### config.mk
export PLATFORM = sky130hd
export DESIGN_NAME = ps2_scan_sequencer
export DESIGN_NICKNAME = d
export VERILOG_FILES = /design/src/rtl/ps2_scan_sequencer.sv
export SDC_FILE = /design/constraint.sdc
export NUM_CORES = 1
export LEC_CHECK = 0
export ABC_AREA = 1
export CAP_MARGIN = 10
export CORE_ASPECT_RATIO = 1.5
export CORE_MARGIN = 2
export CORE_UTILIZATION = 45
export DETAILED_ROUTE_END_ITERATION = 7
export GPL_ROUTABILITY_DRIVEN = 0
export PLACE_DENSITY_LB_ADDON = 0.05
export SETUP_SLACK_MARGIN = 0.05
export SYNTH_ARGS = -nofsm -noshare
export SYNTH_HDL_FRONTEND = slang
export SYNTH_SLANG_ARGS = --single-unit
### constraint.sdc
create_clock -name clk -period 2.7 [get_ports clk]
set_input_delay 0.675 -clock clk [delete_from_list [all_inputs] [get_ports clk]]
set_output_delay 0.675 -clock clk [all_outputs]
set_load 0.02 [all_outputs]
### src/rtl/ps2_scan_sequencer.sv
// PS/2 scan-code consumer: pops bytes from the receiver FIFO and decodes make/break/extended
// sequences into key events, tracking the held key, typematic repeats and statistics.
module ps2_scan_sequencer #(
    parameter int unsigned TIMEOUT_CYC   = 2000000,
    parameter bit          REPORT_REPEAT = 1'b0,
    parameter int unsigned CNT_W         = 8
) (
    input  logic             clk,
    input  logic             rst,
    input  logic [7:0]       kb_data,
    input  logic             kb_ready,
    input  logic             kb_overflow,
    input  logic             clr_stat,
    output logic             nextdata_n,
    output logic             evt_valid,
    output logic [7:0]       evt_code,
    output logic             evt_ext,
    output logic             evt_break,
    output logic             evt_repeat,
    output logic             held_valid,
    output logic [7:0]       held_code,
    output logic             held_ext,
    output logic [CNT_W-1:0] press_cnt,
    output logic             err,
    output logic             ovf_sticky
);

    localparam int unsigned TW = (TIMEOUT_CYC > 1) ? $clog2(TIMEOUT_CYC) : 1;
    localparam logic [TW-1:0] TmoLast = TW'(TIMEOUT_CYC - 1);

    typedef enum logic [1:0] {StIdle, StPop, StWait} state_e;

    state_e           state_q, state_d;
    logic             evt_valid_q, evt_valid_d;
    logic [7:0]       evt_code_q, evt_code_d;
    logic             evt_ext_q, evt_ext_d;
    logic             evt_break_q, evt_break_d;
    logic             evt_repeat_q, evt_repeat_d;
    logic             held_valid_q, held_valid_d;
    logic [7:0]       held_code_q, held_code_d;
    logic             held_ext_q, held_ext_d;
    logic [CNT_W-1:0] press_cnt_q, press_cnt_d;
    logic             err_q, err_d;
    logic             ovf_q, ovf_d;
    logic             ext_pend_q, ext_pend_d;
    logic             brk_pend_q, brk_pend_d;
    logic [TW-1:0]    tmo_cnt_q, tmo_cnt_d;
    logic             capture;
    logic             press_inc;

    always_comb begin
        state_d      = state_q;
        evt_valid_d  = 1'b0;
        err_d        = 1'b0;
        evt_code_d   = evt_code_q;
        evt_ext_d    = evt_ext_q;
        evt_break_d  = evt_break_q;
        evt_repeat_d = evt_repeat_q;
        held_valid_d = held_valid_q;
        held_code_d  = held_code_q;
        held_ext_d   = held_ext_q;
        ext_pend_d   = ext_pend_q;
        brk_pend_d   = brk_pend_q;
        tmo_cnt_d    = tmo_cnt_q;
        press_inc    = 1'b0;
        capture      = (state_q == StIdle) && kb_ready;

        case (state_q)
            StIdle:  if (kb_ready) state_d = StPop;
            StPop:   state_d = StWait;
            default: state_d = StIdle;
        endcase

        if (capture) begin
            tmo_cnt_d = '0;
            case (kb_data)
                8'hE0: ext_pend_d = 1'b1;
                8'hF0: brk_pend_d = 1'b1;
                8'hE1: ;
                8'h00, 8'hFF: begin
                    err_d      = 1'b1;
                    ext_pend_d = 1'b0;
                    brk_pend_d = 1'b0;
                end
                default: begin
                    ext_pend_d = 1'b0;
                    brk_pend_d = 1'b0;
                    if (brk_pend_q) begin
                        evt_valid_d  = 1'b1;
                        evt_code_d   = kb_data;
                        evt_ext_d    = ext_pend_q;
                        evt_break_d  = 1'b1;
                        evt_repeat_d = 1'b0;
                        if (held_ext_q == ext_pend_q && held_code_q == kb_data) begin
                            held_valid_d = 1'b0;
                        end
                    end else if (held_valid_q && held_ext_q == ext_pend_q &&
                                 held_code_q == kb_data) begin
                        // Typematic repeat of the held key: never counted as a press
                        if (REPORT_REPEAT) begin
                            evt_valid_d  = 1'b1;
                            evt_code_d   = kb_data;
                            evt_ext_d    = ext_pend_q;
                            evt_break_d  = 1'b0;
                            evt_repeat_d = 1'b1;
                        end
                    end else begin
                        evt_valid_d  = 1'b1;
                        evt_code_d   = kb_data;
                        evt_ext_d    = ext_pend_q;
                        evt_break_d  = 1'b0;
                        evt_repeat_d = 1'b0;
                        held_valid_d = 1'b1;
                        held_code_d  = kb_data;
                        held_ext_d   = ext_pend_q;
                        press_inc    = 1'b1;
                    end
                end
            endcase
        end else if (ext_pend_q || brk_pend_q) begin
            // Stale prefix is dropped silently once the idle window expires
            if (tmo_cnt_q == TmoLast) begin
                ext_pend_d = 1'b0;
                brk_pend_d = 1'b0;
                tmo_cnt_d  = '0;
            end else begin
                tmo_cnt_d = tmo_cnt_q + TW'(1);
            end
        end

        if (clr_stat) begin
            press_cnt_d = '0;
        end else begin
            press_cnt_d = press_cnt_q + CNT_W'(press_inc);
        end

        if (kb_overflow) begin
            ovf_d = 1'b1;
        end else if (clr_stat) begin
            ovf_d = 1'b0;
        end else begin
            ovf_d = ovf_q;
        end
    end

    always_ff @(posedge clk) begin
        if (rst) begin
            state_q      <= StIdle;
            evt_valid_q  <= 1'b0;
            evt_code_q   <= '0;
            evt_ext_q    <= 1'b0;
            evt_break_q  <= 1'b0;
            evt_repeat_q <= 1'b0;
            held_valid_q <= 1'b0;
            held_code_q  <= '0;
            held_ext_q   <= 1'b0;
            press_cnt_q  <= '0;
            err_q        <= 1'b0;
            ovf_q        <= 1'b0;
            ext_pend_q   <= 1'b0;
            brk_pend_q   <= 1'b0;
            tmo_cnt_q    <= '0;
        end else begin
            state_q      <= state_d;
            evt_valid_q  <= evt_valid_d;
            evt_code_q   <= evt_code_d;
            evt_ext_q    <= evt_ext_d;
            evt_break_q  <= evt_break_d;
            evt_repeat_q <= evt_repeat_d;
            held_valid_q <= held_valid_d;
            held_code_q  <= held_code_d;
            held_ext_q   <= held_ext_d;
            press_cnt_q  <= press_cnt_d;
            err_q        <= err_d;
            ovf_q        <= ovf_d;
            ext_pend_q   <= ext_pend_d;
            brk_pend_q   <= brk_pend_d;
            tmo_cnt_q    <= tmo_cnt_d;
        end
    end

    assign nextdata_n = (state_q != StPop);
    assign evt_valid  = evt_valid_q;
    assign evt_code   = evt_code_q;
    assign evt_ext    = evt_ext_q;
    assign evt_break  = evt_break_q;
    assign evt_repeat = evt_repeat_q;
    assign held_valid = held_valid_q;
    assign held_code  = held_code_q;
    assign held_ext   = held_ext_q;
    assign press_cnt  = press_cnt_q;
    assign err        = err_q;
    assign ovf_sticky = ovf_q;

endmodule

Word-level counts from Yosys, hierarchy flattened --
Index checks and enable logic that the tools add are counted.
Storage, ports and cells: bits of input ports 13, output and inout port bits 33, register bits 57, logic and storage cells 85
Operators by class: eq/ne operators 14, muxes and demuxes 27, bitwise operators 4, reductions and logical operators 23, add/sub/neg operators 2
Operator list (number):
- $eq 8x8->1 const B | 4
- $add 21x1->21 const B | 1
- $eq 21x21->1 const B | 1
- $mux 21 | 1
- $mux 1 | 20
- $mux 8 | 2
- $reduce_or 2->1 | 6
- $reduce_and 3->1 | 3
- $add 8x1->8 | 1
- $eq 8x8->1 | 1
- $logic_not 8->1 | 1
- $ne 2x2->1 const B | 4
- $reduce_and 4->1 | 2
- $reduce_or 7->1 | 1
- $reduce_bool 2->1 | 3
- $reduce_or 5->1 | 1
- $logic_and 1x1->1 | 4
- $ne 2x1->1 const B | 2
- $not 1->1 | 4
- $pmux 1 s2 | 2
- $pmux 2 s2 | 1
- $eq 2x1->1 const B | 1
- $logic_not 2->1 | 1
- $mux 2 | 1
- other kinds (2) | 2

Longest topological paths before layout --
depth in word-level cells 8, depth in mapped cells 19, depth with buffers taken out 17

Worst setup path before layout --
OpenSTA, ideal clock, no wires.
path type input to register, start point input port kb_data[1], end point register press_cnt_q[6], in the netlist press_cnt[6], stages on the path 19, path buffers 2, setup time 0.119 ns, arrival time 2.307 ns, path slack 0.274 ns, required time 2.581 ns, cell sequence buf_4 inv_2 nand2_1 nand2_1 nor2_1 nand2_1 nor2_2 nand2_2 nand2_2 inv_4 nand2_4 buf_8 inv_1 ha_1 ha_1 nand2_1 nor2_1 nand4_1 nor3b_1
On the way: longest elaborated chain between the ends 7, elaborated cells on any way between the ends 13, those cells by class add/sub: 1; eq/ne: 5; mux: 4; reduce/logical: 3
Ends and longest elaborated chain:
- from (decl) | line 10 | input logic [7:0] kb_data,
- $eq 8x8->1 | line 98 | held_code_q == kb_data) begin
- $logic_and 1x1->1 | line 97 | end else if (held_valid_q && held_ext_q == ext_pend_q &&
- $mux 1 | line 97
- $mux 1 | line 88 | if (brk_pend_q) begin
- $mux 1 * | line 76 | case (kb_data)
- $mux 1 * | line 74 | if (capture) begin
- $add 8x1->8 * | line 134 | press_cnt_d = press_cnt_q + CNT_W'(press_inc);
- to (signal assigned) | line 173 | press_cnt_q <= press_cnt_d;
- to (decl) | line 42 | logic [CNT_W-1:0] press_cnt_q, press_cnt_d;
Every way passes the cells marked *; elsewhere a longest branch is shown, timed or not. A chain may end at the register's enable or synchronous reset.

Worst setup path after layout --
start point input port kb_ready, end point register press_cnt_q[6], in the netlist press_cnt[6]
On the way: longest elaborated chain between the ends 3
Ends and longest elaborated chain:
- from (decl) | line 11 | input logic kb_ready,
- $logic_and 1x1->1 | line 66 | capture = (state_q == StIdle) && kb_ready;
- $mux 1 | line 74
- $add 8x1->8 | line 134
No other way between the ends.

==> results.sh <==
export IMPL_critical_path_class="input pin to register"
export IMPL_drc=0
export IMPL_grt_pass1_wl_um=11500
export IMPL_end_kind="register"
export IMPL_synth_commonest_cells="94 x nand2_1, 73 x nor2_1, 61 x inv_1, 56 x dfxtp_1, 30 x nand3_1"
export IMPL_core_area_sq_mm=0.00622
export IMPL_place_hpwl_um=5370
export IMPL_crit_chain="clkdlybuf4s50_1 > nand2_1 > inv_1 > nand3_2 > nor2_4 > nand2_4 > inv_1 > ha_1 > ha_1 > nand2_1 > nor2_2 > nand4_1 > nor3b_1"
export IMPL_cp_slowest_cell="clkdlybuf4s50_1"
export IMPL_grtUsageTotal=0.200
export IMPL_cts_made_buffers=5
export IMPL_slew_viol_final=0
export IMPL_layout_nets=513
export IMPL_p_total_uw=1700
export IMPL_yosys_cell_types_count=34
export IMPL_netlist_top_cells_area="dfxtp_1 38%, nand2_1 12%, nor2_1 9.4%"
export IMPL_yosys_cell_count_top_type="nand2_1"
export IMPL_final_cells=572
export IMPL_holdWs_ns=0.476
export IMPL_min_period_over_period=0.836
export IMPL_hold_path_class="register to register"
export IMPL_seq_area_frac_synth=0.385
export IMPL_rr_endpoint="press_cnt[4]"
export IMPL_antenna_left=0
export IMPL_vias=2813
export IMPL_async_flop_share=0
export IMPL_drt_first_iter_violations=79
export IMPL_whs_path_depth=2
export IMPL_die_h_um=103
export IMPL_port_buffers=44
export IMPL_clkSinkCount=56
export IMPL_critical_path_max_fanout=4
export IMPL_clkSlewWorstSetupHoldPaths_ns=0.11
export IMPL_max_cap_violations=0
export IMPL_clkLatencyLatePin_ns=0.31
export IMPL_clockBufferDepth=2
export IMPL_ir_drop_mv=0.386
export IMPL_cts_root_buf="clkbuf_8"
export IMPL_synthCells=432
export IMPL_max_freq_mhz=443
export IMPL_via_per_inst=4.92
export IMPL_first_pass_iters=4
export IMPL_netlist_area_sq_mm=0.00292
export IMPL_ys_warn_count=0
export IMPL_synth_top_flop_cell="dfxtp_1"
export IMPL_wl_per_cell_um=12.0
export IMPL_worstSetupStartpointType="input pin"
export IMPL_synthesis_nets=448
export IMPL_drive_above_1_share=0.139
export IMPL_die_area_sq_mm=0.00715
export IMPL_start_util=0.469
export IMPL_antenna_found_initial=0
export IMPL_place_inst=564
export IMPL_status="finished clean"
export IMPL_grt_pass1_vias=2677
export IMPL_max_stage_delay_ns=0.46
export IMPL_synth_compound_area_frac=0.0532
export IMPL_ys_ff_latch=56
export IMPL_rows=35
export IMPL_drt_total_wl_um=6870
export IMPL_die_w_um=69.7
export IMPL_synth_top_area_cell="dfxtp_1"
export IMPL_powerDensity_mw_per_mm2=464
export IMPL_worstHoldStart="state_q[0]"
export IMPL_skew_ns=0.0124
export IMPL_gr_total_overflow=0
export IMPL_num_antenna_cells=0
export IMPL_syn_to_final_growth_pct=25.9
export IMPL_reg2reg_from="held_code[5]"
export IMPL_synthMuxAreaShare=0
export IMPL_synth_edf_count=0
export IMPL_synth_top_family_by_area="simple AND/OR/NAND/NOR gates"
export IMPL_grt_max_degree=23
export IMPL_finalSetupViolCount=0
export IMPL_required_ns=2.90
export IMPL_cts_htree_levels=2
export IMPL_rsz0062_at_grt="false"
export IMPL_cts_tree="done"
export IMPL_worstRegToRegCells=17
export IMPL_fin_crit_ns=2.26
export IMPL_synth_xor_area_share=0.0361
export IMPL_ff2ff_setup_slack_ns=0.67
export IMPL_syn_area_per_cell_sq_um=6.75
export IMPL_io_pins=46
export IMPL_min_to="state_q[1]"
export IMPL_p_leak_uw=0.00166
export IMPL_synthSimpleGateAreaFrac=0.401
export IMPL_arrival_ns=2.46
export IMPL_synth_top_cell_area_share=0.385
export IMPL_finalHoldViolCount=0
export IMPL_synthAdderAreaFrac=0.0129
export IMPL_setup_tns_final_ns=0
## worst max-delay path: cells and delay by family
kind                     cells  cell delay, ns
AND/OR/NAND/NOR              8            0.80
buffers and inverters        3            0.65
adder cells (fa/ha/maj)      2            0.33
## metrics by stage
step            util  setup slack [ns]  instance area, sq um
3_3_place_gp   0.570            -0.164                  3540
4_1_cts        0.586             0.130                  3640
3_5_place_dp   0.570            -0.205                  3540
2_1_floorplan      -             0.274                  2920
5_1_grt        0.590             0.223                  3670
6_report       0.590             0.442                  3670
## logic make-up after synthesis
group | Yosys count
AND/OR/NAND/NOR | 257
buffers and inverters | 75
flip-flops | 56
AO/OA/AOI/OAI | 28
XOR/XNOR | 12
adder cells (fa/ha/maj) | 3
other | 1
## timing repair
item | CTS | global route
endpoints found under the hold margin | 0 | 0
resized for setup | 0 | 11
hold buffers | 0 | 0
buffers inserted | 0 | 0
endpoints found under the setup margin | 0 | 4
## registers in the layout, indices dropped and copies added (netlist names)
name	count
tmo_cnt_q	21
evt_code	8
held_code	8
press_cnt	8
state_q	2
brk_pend_q	1
err	1
evt_break	1
evt_ext	1
evt_valid	1
ext_pend_q	1
held_ext	1
held_valid	1
ovf_sticky	1
## power by group
part | switching [uW] | internal [uW] | leakage, uW
registers | 25.6 | 860 | 0.000457
logic | 184 | 139 | 0.00116
clock network | 284 | 211 | 0.0000516
## worst max path at each step
stage | startpoint | end | slack [ns] | depth (start not counted)
6_report | kb_ready | press_cnt[6] | 0.44 | 13
5_1_grt | kb_ready | press_cnt[6] | 0.22 | 13
4_1_cts | kb_data[4] | press_cnt[4] | 0.13 | 18
3_5_place_dp | kb_data[6] | press_cnt[6] | -0.21 | 18
3_3_place_gp | kb_data[1] | press_cnt[4] | -0.16 | 18
2_1_floorplan | kb_data[1] | press_cnt[6] | 0.27 | 19
## per-layer routing
metal / vias to the layer above / share of wire / global-route usage
met5: - / 0 / 0
met4: 0 / 0.028 / 0.0902
met3: 15 / 0.024 / 0.0283
met2: 47 / 0.53 / 0.392
met1: 1280 / 0.41 / 0.213
li1: 1471 / - / -
## cell type report
cell class                      count  area (sq um)
Fill cell                         627          2550
Multi-Input combinational cell    301          1480
Sequential cell                    56          1120
Timing Repair Buffer               66           626
Inverter                           67           254
Tap cell                           74          92.6
Clock buffer                        6          82.6
Clock inverter                      2          13.8
## layout by cell type (no fill, tap or decap)
master	instances
nor3_2	3
a22o_1	1
nand2_2	11
nand2_4	2
xor2_1	11
o21ai_2	1
nor2_4	2
nor4_1	1
ha_1	3
and3_1	1
a21oi_1	7
nand3_2	2
inv_2	5
nor2_1	71
nor2_2	12
inv_1	61
o21ai_0	15
nand3_1	30
xnor2_1	1
nand4_1	8
a31oi_1	3
nand2_1	94
buf_4	22
and2_1	1
conb_1	1
dfxtp_1	56
dlymetal6s2s_1	8
clkbuf_8	6
nor3_1	16
inv_4	1
inv_6	1
clkdlybuf4s50_1	36
clkinv_2	1
a221oi_1	1
nor3b_1	3
Power figures use the tool's default switching activity.
